### config.mk
export PLATFORM = sky130hd
export DESIGN_NAME = lsu_bus_master
export DESIGN_NICKNAME = d
export VERILOG_FILES = /design/src/rtl/lsu_bus_master.sv
export SDC_FILE = /design/constraint.sdc
export NUM_CORES = 1
export LEC_CHECK = 0
export ABC_AREA = 1
export BUFFER_PORTS_ARGS = -buffer_cell sky130_fd_sc_hd__buf_2
export CORE_MARGIN = 10
export CORE_UTILIZATION = 56
export DETAILED_ROUTE_END_ITERATION = 8
export GPL_TIMING_DRIVEN = 0
export PLACE_DENSITY = 0.93
export SLEW_MARGIN = 25
export SYNTH_ARGS = -nofsm -noshare
export SYNTH_HDL_FRONTEND = slang
export SYNTH_SLANG_ARGS = --single-unit
### constraint.sdc
create_clock -name clk -period 3.1 [get_ports clk]
set_input_delay 0.775 -clock clk [delete_from_list [all_inputs] [get_ports clk]]
set_output_delay 0.775 -clock clk [all_outputs]
set_load 0.005 [all_outputs]
### src/rtl/lsu_bus_master.sv
// Load/store initiator: one word-aligned AR/R or AW+W/B transaction per request, result held until resp_ready.
// Latency: accept->resp_valid 3 cycles on a zero-wait slave, 1 cycle for exceptions; req_ready is high only in IDLE.
module lsu_bus_master #(
  parameter int AW = 32,
  parameter int DW = 32
) (
  input  logic          clk,
  input  logic          rst,
  input  logic          req_valid,
  output logic          req_ready,
  input  logic          req_wen,
  input  logic [2:0]    req_funct3,
  input  logic [AW-1:0] req_addr,
  input  logic [DW-1:0] req_wdata,
  output logic          resp_valid,
  input  logic          resp_ready,
  output logic [DW-1:0] resp_rdata,
  output logic          resp_exc,
  output logic [3:0]    resp_cause,
  output logic [AW-1:0] resp_tval,
  output logic [AW-1:0] m_araddr,
  output logic          m_arvalid,
  input  logic          m_arready,
  input  logic [DW-1:0] m_rdata,
  input  logic [1:0]    m_rresp,
  input  logic          m_rvalid,
  output logic          m_rready,
  output logic [AW-1:0] m_awaddr,
  output logic          m_awvalid,
  input  logic          m_awready,
  output logic [DW-1:0] m_wdata,
  output logic [3:0]    m_wstrb,
  output logic          m_wvalid,
  input  logic          m_wready,
  input  logic [1:0]    m_bresp,
  input  logic          m_bvalid,
  output logic          m_bready
);

  typedef enum logic [2:0] {IDLE, RD_ADDR, RD_DATA, WR_REQ, WR_RESP, RESP} state_t;

  state_t        state;
  logic [2:0]    f3_q;
  logic [AW-1:0] addr_q;
  logic          aw_done;
  logic          w_done;

  logic          illegal;
  logic          misal;
  logic [AW-1:0] aligned_addr;
  logic [4:0]    st_shamt;
  logic [3:0]    store_strb;
  logic [DW-1:0] store_wdata;
  logic [4:0]    ld_shamt;
  logic [DW-1:0] rshift;
  logic [DW-1:0] load_val;
  logic          aw_now;
  logic          w_now;

  // Request classification and store lane placement, evaluated on the incoming request
  always_comb begin
    illegal = 1'b0;
    if (req_wen)
      illegal = (req_funct3 != 3'b000) && (req_funct3 != 3'b001) && (req_funct3 != 3'b010);
    else
      illegal = (req_funct3 == 3'b011) || (req_funct3[2:1] == 2'b11);
    misal = ((req_funct3[1:0] == 2'b01) && req_addr[0]) ||
            ((req_funct3[1:0] == 2'b10) && (req_addr[1:0] != 2'b00));
    aligned_addr = {req_addr[AW-1:2], 2'b00};
    st_shamt     = {req_addr[1:0], 3'b000};
    store_wdata  = req_wdata << st_shamt;
    case (req_funct3[1:0])
      2'b00:   store_strb = 4'b0001 << req_addr[1:0];
      2'b01:   store_strb = 4'b0011 << req_addr[1:0];
      default: store_strb = 4'b1111;
    endcase
  end

  // Load byte-lane alignment and extension from the latched funct3/offset
  always_comb begin
    ld_shamt = {addr_q[1:0], 3'b000};
    rshift   = m_rdata >> ld_shamt;
    case (f3_q)
      3'b000:  load_val = {{(DW-8){rshift[7]}}, rshift[7:0]};
      3'b001:  load_val = {{(DW-16){rshift[15]}}, rshift[15:0]};
      3'b100:  load_val = {{(DW-8){1'b0}}, rshift[7:0]};
      3'b101:  load_val = {{(DW-16){1'b0}}, rshift[15:0]};
      default: load_val = rshift;
    endcase
  end

  assign aw_now = aw_done | (m_awvalid & m_awready);
  assign w_now  = w_done  | (m_wvalid & m_wready);

  always_ff @(posedge clk) begin
    if (rst) begin
      state      <= IDLE;
      f3_q       <= 3'b000;
      addr_q     <= '0;
      aw_done    <= 1'b0;
      w_done     <= 1'b0;
      req_ready  <= 1'b1;
      resp_valid <= 1'b0;
      resp_rdata <= '0;
      resp_exc   <= 1'b0;
      resp_cause <= 4'd0;
      resp_tval  <= '0;
      m_araddr   <= '0;
      m_arvalid  <= 1'b0;
      m_rready   <= 1'b0;
      m_awaddr   <= '0;
      m_awvalid  <= 1'b0;
      m_wdata    <= '0;
      m_wstrb    <= 4'b0000;
      m_wvalid   <= 1'b0;
      m_bready   <= 1'b0;
    end else begin
      case (state)
        IDLE: begin
          if (req_valid && req_ready) begin
            f3_q       <= req_funct3;
            addr_q     <= req_addr;
            req_ready  <= 1'b0;
            resp_rdata <= '0;
            resp_exc   <= 1'b0;
            resp_cause <= 4'd0;
            resp_tval  <= '0;
            if (illegal) begin
              resp_exc   <= 1'b1;
              resp_cause <= 4'd2;
              resp_valid <= 1'b1;
              state      <= RESP;
            end else if (misal) begin
              resp_exc   <= 1'b1;
              resp_cause <= req_wen ? 4'd6 : 4'd4;
              resp_tval  <= req_addr;
              resp_valid <= 1'b1;
              state      <= RESP;
            end else if (req_wen) begin
              m_awaddr  <= aligned_addr;
              m_wdata   <= store_wdata;
              m_wstrb   <= store_strb;
              m_awvalid <= 1'b1;
              m_wvalid  <= 1'b1;
              aw_done   <= 1'b0;
              w_done    <= 1'b0;
              state     <= WR_REQ;
            end else begin
              m_araddr  <= aligned_addr;
              m_arvalid <= 1'b1;
              state     <= RD_ADDR;
            end
          end
        end
        RD_ADDR: begin
          if (m_arready) begin
            m_arvalid <= 1'b0;
            m_rready  <= 1'b1;
            state     <= RD_DATA;
          end
        end
        RD_DATA: begin
          if (m_rvalid) begin
            m_rready   <= 1'b0;
            resp_valid <= 1'b1;
            state      <= RESP;
            if (m_rresp != 2'b00) begin
              resp_exc   <= 1'b1;
              resp_cause <= 4'd5;
              resp_tval  <= addr_q;
            end else begin
              resp_rdata <= load_val;
            end
          end
        end
        WR_REQ: begin
          // AW and W complete independently; each valid drops right after its own handshake
          if (m_awvalid && m_awready) m_awvalid <= 1'b0;
          if (m_wvalid && m_wready)   m_wvalid  <= 1'b0;
          if (aw_now && w_now) begin
            aw_done  <= 1'b0;
            w_done   <= 1'b0;
            m_bready <= 1'b1;
            state    <= WR_RESP;
          end else begin
            aw_done <= aw_now;
            w_done  <= w_now;
          end
        end
        WR_RESP: begin
          if (m_bvalid) begin
            m_bready   <= 1'b0;
            resp_valid <= 1'b1;
            state      <= RESP;
            if (m_bresp != 2'b00) begin
              resp_exc   <= 1'b1;
              resp_cause <= 4'd7;
              resp_tval  <= addr_q;
            end
          end
        end
        RESP: begin
          if (resp_ready) begin
            resp_valid <= 1'b0;
            req_ready  <= 1'b1;
            state      <= IDLE;
          end
        end
        default: state <= IDLE;
      endcase
    end
  end

endmodule

# Yosys cells after proc, flatten, opt, wreduce, memory -nomap -nowiden
# Index checks and enable logic that the tools add are counted.
[op_classes]
bitwise = 7
shifts = 4
n_reduce_logical = 39
n_eq_ne = 30
n_mux = 80
[ops]
columns = ["operator", "count"]
rows = [
  ["32-bit two-way mux", 10],
  ["32-bit case mux with 4 select lines", 1],
  ["32-bit case mux with 3 select lines", 1],
  ["32-bit case mux with 2 select lines", 1],
  ["1-bit two-way mux", 37],
  ["6-bit AND reduction", 6],
  ["32-bit by 5-bit left shift with 32-bit output", 1],
  ["32-bit by 5-bit right shift with 32-bit output", 1],
  ["3-bit two-way mux", 10],
  ["2-bit != test (second input constant)", 15],
  ["4-bit two-way mux", 5],
  ["3-bit case mux with 6 select lines", 1],
  ["2-bit nonzero test", 9],
  ["1-bit case mux with 2 select lines", 8],
  ["5-bit AND reduction", 3],
  ["3-bit == test (second input constant)", 4],
  ["4-bit case mux with 3 select lines", 1],
  ["3-bit by 2-bit == test with 1-bit output (second input constant)", 3],
  ["3-bit AND reduction", 3],
  ["1-bit logical AND", 8],
  ["4-bit case mux with 2 select lines", 1],
  ["3-bit by 1-bit == test with 1-bit output (second input constant)", 2],
  ["3-bit zero test", 2],
  ["3-bit nonzero test", 2],
  ["18 further kinds", 25],
]
[totals]
register_bits = 212
in_bits = 113
word_cells = 180

# Longest topological paths before layout
# Gate-level depths: netlist of run 1.
[logic_depth]
word_depth = 7
ltp_mapped = 11

# Worst setup path before layout of run 1
# OpenSTA, ideal clock, no wires.
[synth_path]
kind = "input port to flip-flop"
start = "input req_addr[0]"
end = "register m_wstrb[0]"
required_ns = 2.983
cell_stages = 9
setup_time_ns = 0.117
path_slack_ns = 1.028
arrival_time_ns = 1.955
path_cell_list = "buf_2 -> nor2_1 -> o21ai_1 -> nor2_1 -> nand2_1 -> buf_2 -> buf_2 -> nor3_1 -> nor2_1"
[synth_between]
elab_chain_cells = 5
word_cells_on_any_way = 9
classes_between = "shift: 2; mux: 1; bitwise: 1; reduce/logical: 5"
[synth_lines]
columns = ["item", "line_no", "source"]
rows = [
  ["start: declaration", "13", "input logic [AW-1:0] req_addr,"],
  ["2-bit nonzero test", "68", "((req_funct3[1:0] == 2'b10) && (req_addr[1:0] != 2'b00));"],
  ["1-bit logical AND", "68", ""],
  ["1-bit logical OR", "67", "misal = ((req_funct3[1:0] == 2'b01) && req_addr[0]) ||"],
  ["1-bit NOT (no source line)", "-", ""],
  ["5-bit AND reduction (no source line)", "-", ""],
  ["end signal: assignment", "142", "m_wstrb <= store_strb;"],
  ["end: declaration", "32", "output logic [3:0] m_wstrb,"],
]
# Parallel ways exist; a longest one is shown, timed or not.
# A chain may end at the register's enable or synchronous reset.

# Worst setup path after layout of run 1
[layout_path]
start = "register state[0]"
end = "register m_araddr[6]"
[layout_between]
elab_chain_cells = 2
[layout_lines]
columns = ["item", "line_no", "source"]
rows = [
  ["start: declaration", "42", "state_t state;"],
  ["start signal: assignment", "97", "state <= IDLE;"],
  ["start signal: assignment", "132", "state <= RESP;"],
  ["start signal: assignment", "138", "state <= RESP;"],
  ["3-bit zero test", "118", "case (state)"],
  ["5-bit AND reduction (no source line)", "-", ""],
  ["end signal: assignment", "149", "m_araddr <= aligned_addr;"],
  ["end: declaration", "21", "output logic [AW-1:0] m_araddr,"],
]
# No other way between the ends.

==> results_tabular.tex, run 1 <==
\begin{tabular}{lr}
\hline
Metric & Value \\
\hline
\multicolumn{2}{l}{\textbf{Timing}} \\
Slew at the pin closest to its max-slew limit & 0.739 ns \\
Final critical-path share of the clock period & roughly three quarters \\
Clock period minus worst slack & about 2.3 ns \\
Hold Violations, Final & 0 \\
Unrepaired setup endpoints after global routing & false \\
Slew Limit Fails & 0 \\
Max frequency & 438 MHz \\
Max-Slew Margin vs Limit & between 50\% and 60\% \\
Worst setup skew after layout & approximately 0.0098 ns \\
Sum of negative setup slack & 0 ns \\
Number of setup violations in the final report & 0 \\
Post-route worst setup slack & 0.815 ns \\
\multicolumn{2}{l}{\textbf{Drt}} \\
Mean number of vias per cell & between 5 and 6 \\
Initial drt markers & 1006 \\
WL per Instance & about 18 um \\
Initial DRT Pass Iterations & 6 \\
Total length of routed wires & about 36000 um \\
Number of antenna-violating nets in the routed design & 0 \\
Remaining routing DRC violations & 0 \\
Total vias in the final route & between 10000 and 15000 \\
\multicolumn{2}{l}{\textbf{Worst setup path}} \\
CP arrival & roughly 2.7 ns \\
Highest-delay cell along the critical path & sky130\_fd\_sc\_hd\_\_nand3\_1 \\
Buffers \& Inverters on Critical Path & 4 \\
Type of origin of the critical path & register \\
Worst R2R Start & state[0]\$\_SDFFE\_PP0P\_ \\
Critical path's largest stage delay & about 0.33 ns \\
Reg-to-reg critical path endpoint & m\_araddr[6]\$\_SDFFE\_PP0P\_ \\
Critical path fanouts, max & 10 \\
Worst reg-to-reg setup slack & $\sim$0.82 ns \\
Crit. End Element & register \\
Worst R2R Path Depth & 9 \\
Crit-path cells & buf\_4 -> nor2\_2 -> nand2\_2 -> inv\_2 -> buf\_2 -> nand3\_1 -> clkbuf\_1 -> o21ai\_0 -> nor2\_1 \\
Crit path required time & roughly 3.5 ns \\
Cell family contributing the most delay on the critical path & buffers and inverters \\
WS Path Type & register to register \\
\multicolumn{2}{l}{\textbf{Yosys}} \\
Sequential element share of the synthesized area & 43.5\% \\
Simple logic cell fraction of the synthesized area & about a third \\
Count of mapped cells out of synthesis & 1495 \\
Post-synthesis xor/xnor area fraction & 0\% \\
Summed instance area of the synthesized netlist & $\sim$10000 sq um \\
Count of warnings emitted by yosys & 0 \\
Asr flop ratio synth & 0\% \\
Dominant combinational cell family by area after synthesis & simple AND/OR/NAND/NOR gates \\
Unique masters post-synth & 31 \\
Post-Synthesis Mean Instance Area & about 6.5 sq um \\
Compound-gate portion of the synthesized area & between 10\% and 20\% \\
Portion of netlist area occupied by mux cells & less than 1\% \\
EDFF count, synth & 0 \\
Main synth FF type & sky130\_fd\_sc\_hd\_\_dfxtp\_1 \\
Flip-flop and latch count after synthesis & around 210 \\
Adder and majority gate portion of the synthesized area & 0\% \\
\multicolumn{2}{l}{\textbf{Placed design}} \\
Setup Slack @ Placement & approximately 0.35 ns \\
Total of buffers placed on input and output ports & 281 \\
Final RePlAce weighted congestion & roughly 0.97 \\
Estimated wirelength of the detail-placed design & about 28000 um \\
Placed cell areas & 11400 sq um \\
\multicolumn{2}{l}{\textbf{Finish}} \\
Most common cell after layout, fill and taps aside & sky130\_fd\_sc\_hd\_\_nand2\_1 \\
Fraction of layout instances using a drive strength above 1 & 21.0\% \\
Final net count & around 1900 \\
Final instance area & around 12000 sq um \\
FILL cells & 1493 \\
Synth-to-Final Area Change & 24.9\% \\
Commonest cells after routing, fill and taps aside & sky130\_fd\_sc\_hd\_\_nand2\_1, sky130\_fd\_sc\_hd\_\_buf\_2, sky130\_fd\_sc\_hd\_\_nor2\_1 \\
\multicolumn{2}{l}{\textbf{Power}} \\
Combinational share of power & 40.4\% \\
Proportion of power drawn by the clock network & 25.9\% \\
Switching power of the nets & just over 4 mW \\
Total power per unit cell area & between 800 and 900 nW/um\^{}2 \\
Fraction of power spent switching nets & roughly two fifths \\
IR Drop Worst-Case VDD & between 0.0005 and 0.0006 V \\
Leakage & a little under 6 nW \\
Power share of the sequential group & 33.8\% \\
Cell-internal power & approximately 6 mW \\
\multicolumn{2}{l}{\textbf{Clock tree}} \\
Number of gates given a new drive strength after cts & 0 \\
CTS Buf Count & 23 \\
Buffer type at the clock tree root & sky130\_fd\_sc\_hd\_\_clkbuf\_16 \\
Worst-case clock buffer depth & 3 \\
Count of buffers added by post-CTS timing repair for setup & 0 \\
CTS H-Tree Depth & 1 \\
Clk sink count & 211 \\
Latest clock arrival within the worst-skew pair & around 0.53 ns \\
Number of buffers inserted for hold repair after clock tree synthesis & 0 \\
Post-CTS clock slew at the launch and capture registers of the worst setup and hold paths & approximately 0.060 ns \\
CTS tree & done \\
\multicolumn{2}{l}{\textbf{Floorplanning}} \\
Count of standard-cell rows & 48 \\
Area enclosed by the die boundary & $\sim$23000 sq um \\
Width of the die & $\sim$150 um \\
Top-Level Pins & 289 \\
Starting density of the core & 56.6\% \\
Total core area & between 15000 and 20000 sq um \\
Height of the chip & 152 um \\
\multicolumn{2}{l}{\textbf{Worst hold path}} \\
HP Class & register to register \\
Hold worst-path end & resp\_valid\$\_SDFFE\_PP0P\_ \\
Worst Hold Launch & resp\_valid\$\_SDFFE\_PP0P\_ \\
Worst Hold Depth & 2 \\
\multicolumn{2}{l}{\textbf{GRT}} \\
Aggregate global routing overflow & 0 \\
Number of antenna violations at the first check in global routing & 1 \\
Pin count of the biggest net entering global routing & 13 \\
Number of global-route vias before repair & approximately 11000 \\
GRT Total Usage & between 20\% and 30\% \\
Global-route wire length before repair & between 50000 and 60000 um \\
\multicolumn{2}{l}{\textbf{Outcome}} \\
Outcome & finished clean \\
\multicolumn{2}{l}{\textbf{Run}} \\
Max\_cap viols & 0 \\
\hline
\end{tabular}
## synthesized netlist by cell type, types with 2 or more instances
library cell               number  area [sq um]
sky130_fd_sc_hd__a21oi_1       97           485
sky130_fd_sc_hd__a31oi_1        7          43.8
sky130_fd_sc_hd__buf_1          3          11.3
sky130_fd_sc_hd__buf_2         34           170
sky130_fd_sc_hd__buf_4         11          82.6
sky130_fd_sc_hd__clkbuf_1      59           221
sky130_fd_sc_hd__dfxtp_1      211          4220
sky130_fd_sc_hd__inv_1         67           251
sky130_fd_sc_hd__inv_2         12          45.0
sky130_fd_sc_hd__mux2i_1        6          60.1
sky130_fd_sc_hd__nand2_1      414          1550
sky130_fd_sc_hd__nand2_2        3          18.8
sky130_fd_sc_hd__nand3_1       83           415
sky130_fd_sc_hd__nand3_2        2          20.0
sky130_fd_sc_hd__nand4_1        2          12.5
sky130_fd_sc_hd__nor2_1       294          1100
sky130_fd_sc_hd__nor2_4         2          22.5
sky130_fd_sc_hd__nor3_1         7          35.0
sky130_fd_sc_hd__o21ai_0       99           495
sky130_fd_sc_hd__o21ai_1       71           355
## power groups by stage
stage,clock network (mW),registers [mW],logic (mW)
3_3_place_gp,0,3.45,3.93
3_5_place_dp,0,3.47,4.01
6_report,2.63,3.43,4.10
5_1_grt,2.76,3.48,4.58
2_1_floorplan,0,3.48,2.69
4_1_cts,2.63,3.42,4.05
## registers in the layout, indices dropped and copies added, names as in the netlist
register / cells
m_awvalid: 1
w_done: 1
m_bready: 1
resp_tval: 32
resp_valid: 1
m_araddr: 30
m_wstrb: 4
resp_exc: 1
m_awaddr: 30
m_arvalid: 1
aw_done: 1
f3_q: 3
m_wdata: 32
resp_cause: 3
req_ready: 1
m_rready: 1
resp_rdata: 32
m_wvalid: 1
addr_q: 32
state: 3
## metal layers
| layer | wire [um] | track usage (%) |
|---|---|---|
| met5 | 0 | 0 |
| met4 | 1390 | 12.5 |
| met3 | 4560 | 7.51 |
| met2 | 16700 | 49.6 |
| met1 | 13500 | 36.0 |
## worst max-delay path by stage
stage	to	slack, ns	cells past startpoint	startpoint
floorplan	m_wstrb[0]$_SDFFE_PP0P_	1.03	9	req_addr[0]
global placement	addr_q[1]$_SDFFE_PP0P_	0.44	6	rst
detailed placement	addr_q[1]$_SDFFE_PP0P_	0.35	6	rst
CTS	m_araddr[6]$_SDFFE_PP0P_	0.87	9	state[0]$_SDFFE_PP0P_
global route	m_araddr[6]$_SDFFE_PP0P_	0.75	9	state[0]$_SDFFE_PP0P_
finish	m_araddr[6]$_SDFFE_PP0P_	0.82	9	state[0]$_SDFFE_PP0P_
## through the flow
| step | hold slack, ns | util, % | total power, mW | cells |
|---|---|---|---|---|
| 2_1_floorplan | 0.439 | - | 6.17 | 1499 |
| 3_3_place_gp | 0.433 | 66.5 | 7.38 | 2005 |
| 3_5_place_dp | 0.432 | 66.5 | 7.49 | 2005 |
| 4_1_cts | 0.441 | 70.6 | 10.1 | 2045 |
| 5_1_grt | 0.448 | 70.7 | 10.8 | 2046 |
| 6_report | 0.441 | 70.7 | 10.2 | 2046 |
## worst register-to-register path, stage by stage (launching register included)
cell and delay, ns:
sky130_fd_sc_hd__dfxtp_1 0.31, sky130_fd_sc_hd__buf_4 0.17, sky130_fd_sc_hd__nor2_2 0.19, sky130_fd_sc_hd__nand2_2 0.13, sky130_fd_sc_hd__inv_2 0.09, sky130_fd_sc_hd__buf_2 0.23, sky130_fd_sc_hd__nand3_1 0.33, sky130_fd_sc_hd__clkbuf_1 0.33
sky130_fd_sc_hd__o21ai_0 0.32, sky130_fd_sc_hd__nor2_1 0.07
## area by class of cell
class | instances | area [sq um] | area share [%]
Timing Repair Buffer | 281 | 1410 | 11.6
Antenna cell | 1 | 2.50 | 0.0206
Tap cell | 225 | 282 | 2.32
Multi-Input combinational cell | 1101 | 4720 | 38.9
Buffer | 108 | 497 | 4.09
Clock buffer | 35 | 671 | 5.53
Sequential cell | 211 | 4220 | 34.8
Clock inverter | 5 | 40.0 | 0.330
Inverter | 79 | 297 | 2.44
## logic make-up (layout without fill, tap and decap cells)
family          Yosys count  in the layout
compound gates          278            278
buf+inv                 187            508
mux                       6              6
other cells               1              6
flops                   211            211
simple gates            812            812
Power figures use the tool's default switching activity.
==> run 2, diff against run 1 <==
CORE_UTILIZATION = 47   (was 56)
PLACE_DENSITY = 0.84   (was 0.93)
clock period = 1.9 ns   (was 3.1 ns; I/O delays follow)
==> run 2 against run 1 <==
Sequential cell count did not move. Critical path depth did not move. Sequential share of layout area fell by 0.83 points. Non-clock buffer count rose by 6. Combinational power rose by 70%. Cell count rose by 2.6%. First-iteration DRC count fell by 20%. Die area rose by 17%. Worst setup slack got worse by 0.72 ns. Total power rose by 68%. Routed wire length rose by 2.4%. Register-to-register slack got worse by 0.72 ns. Critical endpoint is now m_wdata[27]$_SDFFE_PP0P_. Largest power group unchanged. Highest routed layer is now met5.
==> results_tabular.tex, run 2 (same netlist as run 1, synthesis figures left out) <==
\begin{tabular}{lr}
\hline
Metric & Value \\
\hline
\multicolumn{2}{l}{\textbf{Finish}} \\
Commonest cells after routing, fill and taps aside & sky130\_fd\_sc\_hd\_\_nand2\_1, sky130\_fd\_sc\_hd\_\_buf\_2, sky130\_fd\_sc\_hd\_\_nor2\_1 \\
FILL cells & 1956 (+31\%) \\
Synth-to-Final Area Change & 27.9\% \\
Most common cell after layout, fill and taps aside & sky130\_fd\_sc\_hd\_\_nand2\_1 \\
Area occupied by registers & 4230 sq um (about the same) \\
Final core utilization & 61.3\% (-9.4 points) \\
Final instance area & 12400 sq um (+2.5\%) \\
Final net count & 1924 (+0.31\%) \\
Combined area of the multi-input logic cells & 4810 sq um (+2.0\%) \\
Final Instance Count excl. Fillers & 2099 (+2.6\%) \\
Fraction of layout instances using a drive strength above 1 & 23.4\% (+2.4 points) \\
\multicolumn{2}{l}{\textbf{Clock tree}} \\
Clk sink count & 211 (unchanged) \\
Post-CTS clock slew at the launch and capture registers of the worst setup and hold paths & 0.06 ns (about the same) \\
CTS H-Tree Depth & 1 (unchanged) \\
Worst-case clock buffer depth & 3 (unchanged) \\
CTS Buf Count & 23 (unchanged) \\
CTS tree & done \\
Buffer type at the clock tree root & sky130\_fd\_sc\_hd\_\_clkbuf\_16 \\
Number of buffers inserted for hold repair after clock tree synthesis & 0 (unchanged) \\
Latest clock arrival within the worst-skew pair & 0.54 ns (about the same) \\
\multicolumn{2}{l}{\textbf{Worst setup path}} \\
Endpoint of the worst setup timing path & m\_wdata[27]\$\_SDFFE\_PP0P\_ \\
Critical path's largest stage delay & 0.39 ns (+0.06 ns) \\
Worst R2R Path Depth & 9 (unchanged) \\
WS Path Type & register to register \\
Reg-to-reg critical path endpoint & m\_wdata[27]\$\_SDFFE\_PP0P\_ \\
Critical path fanouts, max & 10 (unchanged) \\
Type of origin of the critical path & register \\
Launching instance or port of the critical path & req\_ready\$\_SDFFE\_PP1P\_ \\
Crit. End Element & register \\
CP arrival & 2.21 ns (-0.49 ns) \\
Worst R2R Start & req\_ready\$\_SDFFE\_PP1P\_ \\
Crit-path cells & nand2\_1 -> inv\_2 -> nand3\_2 -> inv\_1 -> nand2\_2 -> buf\_6 -> buf\_4 -> a21oi\_2 -> nor2\_1 \\
Crit path required time & 2.31 ns (-1.20 ns) \\
Cell family contributing the most delay on the critical path & buffers and inverters \\
Buffers \& Inverters on Critical Path & 4 (unchanged) \\
Highest-delay cell along the critical path & sky130\_fd\_sc\_hd\_\_dfxtp\_1 \\
Worst reg-to-reg setup slack & 0.1 ns (-0.72 ns) \\
Number of cells on the critical path & 9 (unchanged) \\
\multicolumn{2}{l}{\textbf{Floorplanning}} \\
Count of standard-cell rows & 52 (+8.3\%) \\
Top-Level Pins & 289 (unchanged) \\
Total core area & 20300 sq um (+18\%) \\
Area enclosed by the die boundary & 26800 sq um (+17\%) \\
Height of the chip & 164 um (+8.0\%) \\
Starting density of the core & 47.9\% (-8.7 points) \\
Width of the die & 164 um (+8.0\%) \\
\multicolumn{2}{l}{\textbf{Power}} \\
Power share of the sequential group & 32.8\% (-1.0 points) \\
IR Drop Worst-Case VDD & 0.000823 V (+40\%) \\
Proportion of power drawn by the clock network & 26.4\% (+0.5 points) \\
Total power of the final layout & 17.1 mW (+68\%) \\
Fraction of power spent switching nets & 40.5\% (-0.10 points) \\
Switching power of the nets & 6.92 mW (+68\%) \\
Cell-internal power & 10.2 mW (+68\%) \\
Combinational share of power & 40.8\% (+0.4 points) \\
Total power per unit cell area & 1370 nW/um\^{}2 (+64\%) \\
Leakage & 5.96 nW (+1.9\%) \\
\multicolumn{2}{l}{\textbf{Timing}} \\
Min Hold Slack & 0.143 ns (-0.298 ns) \\
Final critical-path share of the clock period & 94.8\% (+21 points) \\
Number of setup violations in the final report & 0 (unchanged) \\
Max-Slew Margin vs Limit & 58.2\% (+7.5 points) \\
Hold Violations, Final & 0 (unchanged) \\
Clock period minus worst slack & 1.80 ns (-0.484 ns) \\
Slew Limit Fails & 0 (unchanged) \\
Max frequency & 555 MHz (+27\%) \\
Slew at the pin closest to its max-slew limit & 0.627 ns (-0.113 ns) \\
Worst setup skew after layout & 0.0197 ns (+0.00990 ns) \\
Sum of negative setup slack & 0 ns (unchanged) \\
Post-route worst setup slack & 0.0990 ns (-0.716 ns) \\
\multicolumn{2}{l}{\textbf{Run}} \\
Max\_cap viols & 0 (unchanged) \\
\multicolumn{2}{l}{\textbf{GRT}} \\
Global-route wire length before repair & 56800 um (+3.0\%) \\
Number of antenna violations at the first check in global routing & 4 (+3) \\
Number of global-route vias before repair & 10700 (-0.66\%) \\
Aggregate global routing overflow & 0 (unchanged) \\
Pin count of the biggest net entering global routing & 15 (+2) \\
GRT Total Usage & 26.3\% (-3.6 points) \\
\multicolumn{2}{l}{\textbf{Drt}} \\
Total length of routed wires & 37000 um (+2.4\%) \\
Total vias in the final route & 11100 (-1.2\%) \\
Mean number of vias per cell & 5.27 (-3.6\%) \\
Initial DRT Pass Iterations & 5 (-1) \\
Initial drt markers & 801 (-20\%) \\
WL per Instance & 17.6 um (-0.18\%) \\
Remaining routing DRC violations & 0 (unchanged) \\
Number of antenna-violating nets in the routed design & 0 (unchanged) \\
\multicolumn{2}{l}{\textbf{Placed design}} \\
Placed insts & 2050 (+2.2\%) \\
Setup Slack @ Placement & -0.636 ns (-0.987 ns) \\
Placed cell areas & 11500 sq um (+0.49\%) \\
Estimated wirelength of the detail-placed design & 28400 um (+2.9\%) \\
Final RePlAce weighted congestion & 0.940 (-3.0\%) \\
Total of buffers placed on input and output ports & 281 (unchanged) \\
\multicolumn{2}{l}{\textbf{Worst hold path}} \\
HP Class & primary input to register \\
Worst Hold Launch & m\_rvalid \\
\multicolumn{2}{l}{\textbf{Outcome}} \\
Outcome & finished clean \\
\hline
\end{tabular}
run 2: layer usage:
metal / GRT usage [%] / routed length, um / vias to the layer above
li1: - / - / 5375
met1: 32.0 / 14700 / 5088
met2: 43.7 / 17000 / 505
met5: 0 / 13 / -
met3: 6.98 / 4090 / 85
met4: 9.63 / 1270 / 2
run 2: worst reg2reg max path, stage by stage, from the launching register on:
cell and delay (ns):
sky130_fd_sc_hd__dfxtp_1 0.39, sky130_fd_sc_hd__nand2_1 0.16, sky130_fd_sc_hd__inv_2 0.20, sky130_fd_sc_hd__nand3_2 0.15, sky130_fd_sc_hd__inv_1 0.09, sky130_fd_sc_hd__nand2_2 0.12, sky130_fd_sc_hd__buf_6 0.17, sky130_fd_sc_hd__buf_4 0.19
sky130_fd_sc_hd__a21oi_2 0.16, sky130_fd_sc_hd__nor2_1 0.07
run 2: worst min path at each step:
stage,end,slack (ns),cells after the start
floorplan,aw_done$_SDFFE_PP0P_,0.44,2
global placement,resp_cause[0]$_SDFFE_PP0P_,0.44,2
detailed placement,resp_cause[0]$_SDFFE_PP0P_,0.44,2
CTS,m_rready$_SDFFE_PP0P_,0.13,2
global route,m_rready$_SDFFE_PP0P_,0.16,2
finish,m_rready$_SDFFE_PP0P_,0.14,2
run 2: final cells by class:
class,instances,share of cell area (%)
multi-input combinational,1101,38.7
inverter,79,2.38
clock inverter,11,0.875
timing repair buffer,288,11.7
antenna,3,0.0604
tap,270,2.72
clock buffer,29,5.21
buffer,107,4.33
sequential,211,34.0
run 2: power by group through the flow:
| stage | Clock, mW | Sequential (mW) | Combinational, mW |
|---|---|---|---|
| 2_1_floorplan | 0 | 5.67 | 4.40 |
| 3_3_place_gp | 0 | 5.65 | 6.53 |
| 3_5_place_dp | 0 | 5.67 | 6.59 |
| 4_1_cts | 4.54 | 5.59 | 6.68 |
| 5_1_grt | 4.68 | 5.69 | 7.84 |
| 6_report | 4.51 | 5.60 | 6.97 |
run 2: what timing repair did:
item,4_1_cts,5_1_grt
setup buffers,0,7
endpoints found under the setup margin,82,135
resized for setup,15,48
pin swaps,0,3
